## config.mk

```make
export PLATFORM = sky130hd
export DESIGN_NAME = pc_branch_unit
export DESIGN_NICKNAME = d
export VERILOG_FILES = /design/src/rtl/pc_branch_unit.sv
export SDC_FILE = /design/constraint.sdc
export NUM_CORES = 1
export LEC_CHECK = 0
export BUFFER_PORTS_ARGS = -buffer_cell sky130_fd_sc_hd__buf_4
export CAP_MARGIN = 20
export CORE_MARGIN = 2
export CORE_UTILIZATION = 37
export CTS_CLUSTER_SIZE = 40
export DETAILED_ROUTE_END_ITERATION = 16
export GPL_TIMING_DRIVEN = 0
export PLACE_DENSITY_LB_ADDON = 0.1
export SYNTH_ARGS = -nofsm -noshare
export SYNTH_HDL_FRONTEND = slang
export SYNTH_SLANG_ARGS = --single-unit
export TNS_END_PERCENT = 100
```

## constraint.sdc

```tcl
create_clock -name clk -period 2.3 [get_ports clk]
set_clock_uncertainty 0.1 [all_clocks]
set_input_delay 0.345 -clock clk [delete_from_list [all_inputs] [get_ports clk]]
set_output_delay 0.345 -clock clk [all_outputs]
set_load 0.01 [all_outputs]
```

## src/rtl/pc_branch_unit.sv

```systemverilog
// Program-counter stage: sequential, taken-branch and jump next-PC with flush.
// Optional PC_BRANCH_COUNT_EN adds a saturating redirect counter port.
module pc_branch_unit #(
    parameter int               WIDTH    = 16,
    parameter logic [WIDTH-1:0] RESET_PC = '0,
    parameter int               INC      = 2
) (
    input  logic             clk,
    input  logic             reset,
    input  logic             stall,
    input  logic             branch_valid,
    input  logic             branch_cond,
    input  logic [WIDTH-1:0] offset_shifted,
    input  logic             jump_valid,
    input  logic [WIDTH-1:0] jump_target,
    output logic [WIDTH-1:0] pc,
    output logic [WIDTH-1:0] pc_decode,
    output logic             fetch_valid,
    output logic             flush
`ifdef PC_BRANCH_COUNT_EN
    ,
    output logic [15:0]      branch_count
`endif
);

    typedef enum logic [1:0] {
        BOOT  = 2'd0,
        RUN   = 2'd1,
        FLUSH = 2'd2
    } state_t;

    localparam logic [WIDTH-1:0] INC_W = WIDTH'(INC);

    state_t           state_q;
    state_t           state_d;
    logic [WIDTH-1:0] pc_d;
    logic [WIDTH-1:0] pc_decode_d;
    logic             redirect;

    always_comb begin
        state_d     = state_q;
        pc_d        = pc;
        pc_decode_d = pc_decode;
        redirect    = 1'b0;
        if (!stall) begin
            unique case (state_q)
                BOOT: begin
                    state_d = RUN;
                end
                RUN: begin
                    pc_decode_d = pc;
                    if (jump_valid) begin
                        pc_d     = jump_target;
                        redirect = 1'b1;
                    end else if (branch_valid && branch_cond) begin
                        pc_d     = pc_decode + INC_W + offset_shifted;
                        redirect = 1'b1;
                    end else begin
                        pc_d = pc + INC_W;
                    end
                    if (redirect) begin
                        state_d = FLUSH;
                    end
                end
                // Decode slot is squashed here, so redirect inputs are ignored.
                FLUSH: begin
                    pc_decode_d = pc;
                    pc_d        = pc + INC_W;
                    state_d     = RUN;
                end
                default: begin
                    state_d = BOOT;
                end
            endcase
        end
    end

    always_ff @(posedge clk) begin
        if (reset) begin
            state_q   <= BOOT;
            pc        <= RESET_PC;
            pc_decode <= RESET_PC;
        end else begin
            state_q   <= state_d;
            pc        <= pc_d;
            pc_decode <= pc_decode_d;
        end
    end

    assign fetch_valid = (state_q != BOOT);
    assign flush       = (state_q == FLUSH);

`ifdef PC_BRANCH_COUNT_EN
    always_ff @(posedge clk) begin
        if (reset) begin
            branch_count <= 16'h0000;
        end else if (redirect && branch_count != 16'hFFFF) begin
            branch_count <= branch_count + 16'h0001;
        end
    end
`endif

endmodule

```

Word level (Yosys, flattened, before mapping) --
Index checks and enable logic that the tools add are counted.
Cells by class: add/subtract/negate cells 3, equal/unequal tests 3, mux-type cells 9, bitwise logic cells 1, reductions and logical operators 9
Operator list (number):
- $add A16 B2 Y16 const B | 2
- $mux W16 | 2
- $pmux W16 S2 | 1
- $add A16 B16 Y16 | 1
- $reduce_and A2 Y1 | 3
- $mux W1 | 4
- $pmux W2 S2 | 1
- $reduce_bool A2 Y1 | 2
- $reduce_or A2 Y1 | 2
- $eq A2 B1 Y1 const B | 1
- $eq A2 B2 Y1 const B | 1
- $logic_not A2 Y1 | 1
- $mux W2 | 1
- $ne A2 B2 Y1 const B | 1
- $logic_and A1 B1 Y1 | 1
- $not A1 Y1 | 1
Storage, ports and cells: flip-flop bits (word level) 34, input bits 38, word-level logic and storage cells 28

Logic depth before layout (Yosys ltp) --
Gate-level depths: netlist (run 1).
depth in word-level cells 7, depth in mapped cells 12

Least setup slack after synthesis (run 1) --
No wires, ideal clock.
kind register -> register, from register pc_decode[1], to register pc[11], library setup time 70 ps, data arrival time 2318 ps, path slack -188 ps, cell stages (with the launch flop) 13, period minus slack after synthesis 2488 ps, path through dfxtp_1 > inv_1 > ha_1 > inv_1 > ha_1 > inv_1 > fa_1 > nand2b_1 > a21oi_2 > o211ai_1 > a2111oi_2 > a211oi_1 > a21oi_1
Between the ends: word-level cells in the longest chain between the ends 5
RTL lines:
- start: declaration | RTL line 17 | output logic [WIDTH-1:0] pc_decode,
- start signal: assignment | RTL line 86 | pc_decode <= pc_decode_d;
- $add A16 B2 Y16 | RTL line 56 | pc_d = pc_decode + INC_W + offset_shifted;
- $add A16 B16 Y16 | RTL line 56
- $mux W16 | RTL line 55 | end else if (branch_valid && branch_cond) begin
- $mux W16 | RTL line 52 | if (jump_valid) begin
- $pmux W16 S2 | RTL line 46 | unique case (state_q)
- end signal: assignment | RTL line 85 | pc <= pc_d;
- end: declaration | RTL line 16 | output logic [WIDTH-1:0] pc,
Every way passes these cells. A chain may end at the register's enable or synchronous reset.

Worst setup path after layout (run 1) --
Ends and elaborated chain as after synthesis.

==> metrics.csv, run 1 <==
stage,metric,value,unit
grt,Total GRT Usage,21.6,%
worst_setup_path,Critical Path RT,2430,ps
grt,first-pass GRT wire length,14200,um
worst_setup_path,critical path launch point,pc_decode[1],
status,status,finished with violations,
timing,unrepaired setup endpoints after global routing,yes,
timing,Final period util,106,%
worst_hold_path,HP Class,input pin to flop,
worst_setup_path,Worst Path Arrival,2570,ps
final_layout,most frequent cells in the layout,"buf_4, nand2_1, a21oi_1",
timing,worst setup margin,-141,ps
final_layout,fillcell total,727,
route,drt pass-1 iters,5,
timing,Hold Fails Final Rpt,0,
timing,min Tclk post-route,2440,ps
worst_setup_path,R2R setup slack,-140,ps
worst_setup_path,FF-to-FF path depth,13,
worst_setup_path,Setup Crit Path Kind,flop to flop,
clocking,CTS Buf Count,5,
yosys,Synth warnings,0,
final_layout,diodes inserted,0,
worst_setup_path,worst reg2reg endpoint,pc[11],
route,routed wire length per instance,16.4,um
grt,initial antenna violation count,0,
final_layout,Layout Area Growth over Synthesis,35.1,%
yosys,sequential share of the synthesized area,24.5,%
grt,grt ovf,0,
floorplan,Top-Level Pins,72,
yosys,prevailing post-synth register cell,dfxtp_1,
timing,Pins Over Slew Limit,0,
final_layout,"commonest non-fill, non-tap cell in the layout",buf_4,
route,total number of vias,2962,
grt,largest net degree at the start of global routing,11,
placed_design,DP HPWL,6590,um
grt,vias in the first global route,2833,
clocking,htree depth,2,
clocking,clk slew on worst S/H paths,80,ps
route,drt drc,0,
route,vias per inst,5.43,
worst_setup_path,CP Capture Type,flop,
yosys,Post-Syn Area,2780,um^2
clocking,Clock Path Buffers,2,
timing,Worst Tran Pin Value,602,ps
clocking,hold bufs inserted after CTS,0,
final_layout,share of cells above drive strength 1,30.3,%
clocking,CTS tree,done,
final_layout,nets@finish,518,
timing,setup_tns,-357,ps
route,final WL,8940,um
worst_setup_path,Critical Path End,pc[11],
floorplan,die area,8210,um^2
power_and_ir_drop,Pwr Density,462,nW/um^2
worst_setup_path,R2R Path Start,pc_decode[1],
floorplan,core area,7250,um^2
floorplan,row cnt,31,
floorplan,DIE WIDTH,90.6,um
placed_design,port bufs,70,
yosys,Post-synth EDFFs,0,
worst_setup_path,critical path startpoint category,flop,
yosys,ys async rst share,0,%
timing,final setup vio count,7,
status,failing checks,setup timing,
floorplan,Die Span Y,90.6,um
timing,Peak Freq,0.410,GHz
yosys,cells after synthesis,361,
power_and_ir_drop,IR Drop Worst-Case VDD,0.198,mV
clocking,root buf cell,clkbuf_8,
yosys,Post-Syn Nets,433,
floorplan,Initial Util,38.3,%
job,Max-Cap Viols,0,
clocking,"Clk Latency, worst-skew pair",300,ps
placed_design,gpl congestion,0.916,
worst_setup_path,worst-path fanout max,3,
yosys,"Distinct cells, synth",58,
route,antenna-violating nets left,0,
power_and_ir_drop,Leak,1.61,nW
route,1st-iter DRT viols,203,
yosys,#FFs+latches synth,34,
yosys,syn avg cell area,7.69,um^2
timing,Fin Hold WS,217,ps
clocking,clk sink count,34,
timing,Relative slew margins,59.9,%
[where the power goes]
group	switching, W	leakage, nW	internal, W
clock network	0.000242	0.0573	0.000347
registers	0.0000498	0.277	0.000619
logic	0.000264	1.28	0.000212
[registers in the layout, summed over array words and instances (netlist names)]
name and count:
pc 16, pc_decode 16, state_q 2
[how the worst min path moves through the flow]
| stage | start | end | slack [ps] | cells past startpoint |
|---|---|---|---|---|
| 3_3_place_gp | pc_decode[1] | pc_decode[1] | 360 | 2 |
| 2_1_floorplan | pc_decode[1] | pc_decode[1] | 370 | 2 |
| 3_5_place_dp | pc_decode[1] | pc_decode[1] | 360 | 2 |
| 5_1_grt | stall | state_q[1] | 210 | 2 |
| 4_1_cts | stall | state_q[1] | 210 | 2 |
| 6_report | stall | state_q[1] | 220 | 2 |
[cells by family after synthesis]
| family | count (synthesis) | share of synthesized area (%) |
|---|---|---|
| DFF | 34 | 24.5 |
| AOI/OAI and AO/OA | 120 | 27.8 |
| xor gates and xnor gates | 13 | 4.10 |
| adders and majority gates | 34 | 15.6 |
| and+or+nand+nor | 125 | 22.6 |
| buffers and inverters | 34 | 5.00 |
| muxes | 1 | 0.361 |
[through the flow]
step                cells  setup slack [ps]  area (um^2)  utilization [%]  total power [W]
finish                545              -141         3750             51.7          0.00173
global route          545              -231         3750             51.7          0.00182
CTS                   541              -140         3660             50.5          0.00173
detailed placement    530              -436         3450             47.6          0.00113
global placement      530              -400         3450             47.6          0.00112
floorplan             361             -10.6         2800                -         0.000935
[what timing repair did]
item | 4_1_cts | 5_1_grt
gates resized for setup | 17 | 12
buffers inserted | 4 | 4
gates cloned | 0 | 0
pin swaps | 9 | 14
endpoints found under the hold margin | 0 | 0
endpoints found under the setup margin | 7 | 11
[worst max-delay path, stage by stage (launching register included)]
cell and delay (ps):
dfxtp_2 340, inv_2 40, ha_4 200, inv_2 60
ha_4 120, inv_2 40, fa_2 390, nand2b_4 160
a21oi_4 140, buf_6 120, o211ai_1 110, a2111oi_2 330
a211oi_1 80, a21oi_1 120
[routing by layer]
layer	routed length [um]	GRT usage, %	share of wire, %
met5	0	0	0
met4	99	5.00	1.1
met3	458	3.01	5.1
met2	4260	37.1	48
met1	4110	28.7	46
[cells in the mapped netlist, types with 2 or more instances]
library cell | instances | area (um^2)
clkbuf_1 | 7 | 26.3
nor2_1 | 19 | 71.3
o21ai_1 | 8 | 40.0
nand3_1 | 8 | 40.0
xnor2_1 | 5 | 43.8
inv_1 | 17 | 63.8
a31oi_1 | 6 | 37.5
nand2_1 | 57 | 214
nor3_2 | 2 | 20.0
nand2b_1 | 4 | 25.0
a211oi_1 | 2 | 15.0
nor2b_1 | 2 | 12.5
and3_1 | 2 | 12.5
o21ai_0 | 17 | 85.1
a21oi_2 | 3 | 26.3
o221ai_1 | 2 | 17.5
a221oi_1 | 5 | 43.8
buf_2 | 9 | 45.0
or3_1 | 5 | 31.3
o211ai_1 | 3 | 22.5
nor3b_1 | 2 | 15.0
o311a_1 | 2 | 20.0
xor2_1 | 8 | 70.1
o22ai_1 | 4 | 25.0
nor3_1 | 8 | 40.0
ha_1 | 33 | 413
a21o_1 | 4 | 30.0
o21a_1 | 3 | 22.5
o211a_1 | 2 | 20.0
a211o_1 | 2 | 17.5
dfxtp_1 | 34 | 681
nand4_1 | 4 | 25.0
nor4_1 | 3 | 18.8
a21oi_1 | 45 | 225
[final cells by class]
cell class	count	area, um^2	share of cell area [%]
multi-input combinational	293	2100	56.0
buffer	17	75.1	2.00
inverter	17	63.8	1.70
timing repair buffer	78	593	15.8
clock buffer	6	82.6	2.20
clock inverter	1	30.0	0.801
sequential	34	682	18.2
tap	99	124	3.30
(Power assumes the default switching activity.)
==> run 2: changes to the inputs <==
Settings changed: ABC_AREA set to 0, SETUP_SLACK_MARGIN set to 0.2.
==> metrics.csv, run 2 (synthesis gave the netlist of run 1 again) <==
stage,metric,value,unit,change
floorplan,Initial Util,38.3,%,unchanged
worst_setup_path,worst-path fanout max,4,,+1
grt,first-pass GRT wire length,14200,um,unchanged
worst_setup_path,critical path launch point,pc_decode[1],,
final_layout,nets@finish,519,,+0.19%
timing,Worst Tran Pin Value,598,ps,-3.81 ps
final_layout,share of cells above drive strength 1,34.2,%,+3.9 points
worst_setup_path,Critical Path End,pc[13],,
status,status,finished with violations,,
route,drt drc,0,,unchanged
worst_setup_path,Critical Path RT,2380,ps,-50 ps
route,routed wire length per instance,16.9,um,+2.8%
timing,min Tclk post-route,2380,ps,-62.0 ps
power_and_ir_drop,Pwr Density,429,nW/um^2,-7.3%
floorplan,Die Span Y,90.6,um,unchanged
grt,Total GRT Usage,21.9,%,+0.22 points
route,final WL,9220,um,+3.2%
worst_setup_path,R2R Path Start,pc_decode[1],,
route,total number of vias,2975,,+0.44%
timing,Relative slew margins,60.1,%,+0.25 points
final_layout,diodes inserted,0,,unchanged
timing,Hold Fails Final Rpt,0,,unchanged
clocking,clk sink count,34,,unchanged
worst_setup_path,R2R setup slack,-80,ps,+60 ps
final_layout,Regs by FF count,"pc x16, pc_decode x16, state_q x2",,
final_layout,"commonest non-fill, non-tap cell in the layout",buf_4,,
clocking,htree depth,2,,unchanged
timing,unrepaired setup endpoints after global routing,yes,,
worst_setup_path,Setup Crit Path Kind,flop to flop,,
route,antenna-violating nets left,0,,unchanged
final_layout,fillcell total,704,,-3.2%
floorplan,row cnt,31,,unchanged
grt,grt ovf,0,,unchanged
clocking,clk slew on worst S/H paths,80,ps,about the same
placed_design,port bufs,70,,unchanged
route,1st-iter DRT viols,175,,-14%
timing,Fin Hold WS,206,ps,-10.9 ps
placed_design,DP HPWL,6620,um,+0.45%
final_layout,Util after Layout,53.2,%,+1.5 points
clocking,hold bufs inserted after CTS,0,,unchanged
final_layout,area taken by multi-input logic gates,2210,um^2,+5.1%
worst_setup_path,worst-path cell chain,inv_2 -> ha_4 -> inv_4 -> ha_4 -> inv_2 -> fa_2 -> nand2b_4 -> a21oi_4 -> buf_4 -> o211ai_1 -> and3_1 -> o21ai_2 -> a21oi_1,,
worst_setup_path,FF-to-FF path depth,13,,unchanged
timing,Final period util,103,%,-2.7 points
floorplan,die area,8210,um^2,unchanged
worst_setup_path,Worst Path Arrival,2460,ps,-110 ps
clocking,root buf cell,clkbuf_8,,
floorplan,core area,7250,um^2,unchanged
worst_setup_path,CP max stage cell,dfxtp_2,,
job,Max-Cap Viols,0,,unchanged
route,vias per inst,5.44,,about the same
timing,Peak Freq,0.420,GHz,+2.6%
final_layout,Sequential Area,684,um^2,+0.37%
placed_design,Place WS,-355,ps,+80.6 ps
clocking,CTS Buf Count,5,,unchanged
timing,worst setup margin,-79.2,ps,+62.0 ps
grt,largest net degree at the start of global routing,11,,unchanged
worst_setup_path,CP Capture Type,flop,,
worst_setup_path,Slowest Stage Delay on Critical Path,340,ps,-50 ps
clocking,Clock Path Buffers,2,,unchanged
clocking,CTS tree,done,,
route,drt pass-1 iters,4,,-1
floorplan,Top-Level Pins,72,,unchanged
floorplan,DIE WIDTH,90.6,um,unchanged
worst_setup_path,worst reg2reg endpoint,pc[13],,
timing,Pins Over Slew Limit,0,,unchanged
final_layout,most frequent cells in the layout,"buf_4, nand2_1, a21oi_1",,
placed_design,gpl congestion,0.917,,+0.19%
power_and_ir_drop,IR Drop Worst-Case VDD,0.189,mV,-4.2%
worst_setup_path,critical path startpoint category,flop,,
status,failing checks,setup timing,,
grt,initial antenna violation count,0,,unchanged
power_and_ir_drop,Leak,1.62,nW,+0.62%
grt,vias in the first global route,2796,,-1.3%
clocking,"Clk Latency, worst-skew pair",300,ps,about the same
final_layout,Layout Area Growth over Synthesis,39.0,%,
timing,final setup vio count,5,,-2
worst_hold_path,HP Class,input pin to flop,,
[run 2: routing by layer]
layer	up-vias	share of wire (%)	global-route usage (%)
li1	1495	-	-
met1	1383	44	28.4
met2	88	48	37.5
met3	9	6.2	4.01
met4	0	1.1	5.00
met5	-	0	0
[run 2: how the worst min path moves through the flow]
stage | startpoint | end | slack [ps] | cells past startpoint
final | stall | state_q[1] | 210 | 2
after global routing | stall | state_q[1] | 210 | 2
after CTS | stall | state_q[1] | 200 | 2
after detailed placement | pc_decode[1] | pc_decode[1] | 360 | 2
after global placement | pc_decode[1] | pc_decode[1] | 360 | 2
after floorplan | pc_decode[1] | pc_decode[1] | 370 | 2
[run 2: final cells by class]
| class | instances | share of cell area [%] |
|---|---|---|
| sequential | 34 | 17.7 |
| clock buffer | 7 | 2.24 |
| multi-input combinational | 293 | 57.2 |
| buffer | 17 | 2.14 |
| inverter | 17 | 1.72 |
| tap | 99 | 3.21 |
| timing repair buffer | 79 | 15.6 |
| clock inverter | 1 | 0.130 |
[run 2: worst max-delay path: cells and delay by family, from the launching register on]
family	cells	cell delay, ps
AO/OA/AOI/OAI	4	500
adder cells (fa/ha/maj)	3	680
buffers and inverters	4	260
flip-flops	1	340
AND/OR/NAND/NOR	2	360
[run 2: repair_timing]
item,CTS,global route
cloned,0,0
pin swaps,15,15
resized for setup,28,26
endpoints found under the setup margin,20,32
buffers inserted,5,4
[run 2: report_power, final]
part | total (W) | switching (W) | internal, W
clock network | 0.000487 | 0.000245 | 0.000242
registers | 0.000669 | 0.0000499 | 0.000619
logic | 0.000497 | 0.000272 | 0.000224
[run 2: stage by stage]
| step | TNS, ps | area, um^2 | power, W | std cells |
|---|---|---|---|---|
| floorplan | -15.9 | 2810 | 0.000937 | 361 |
| global placement | -1730 | 3460 | 0.00112 | 530 |
| detailed placement | -1930 | 3460 | 0.00113 | 530 |
| CTS | -245 | 3710 | 0.00164 | 543 |
| global route | -781 | 3860 | 0.00173 | 547 |
| finish | -252 | 3860 | 0.00165 | 547 |
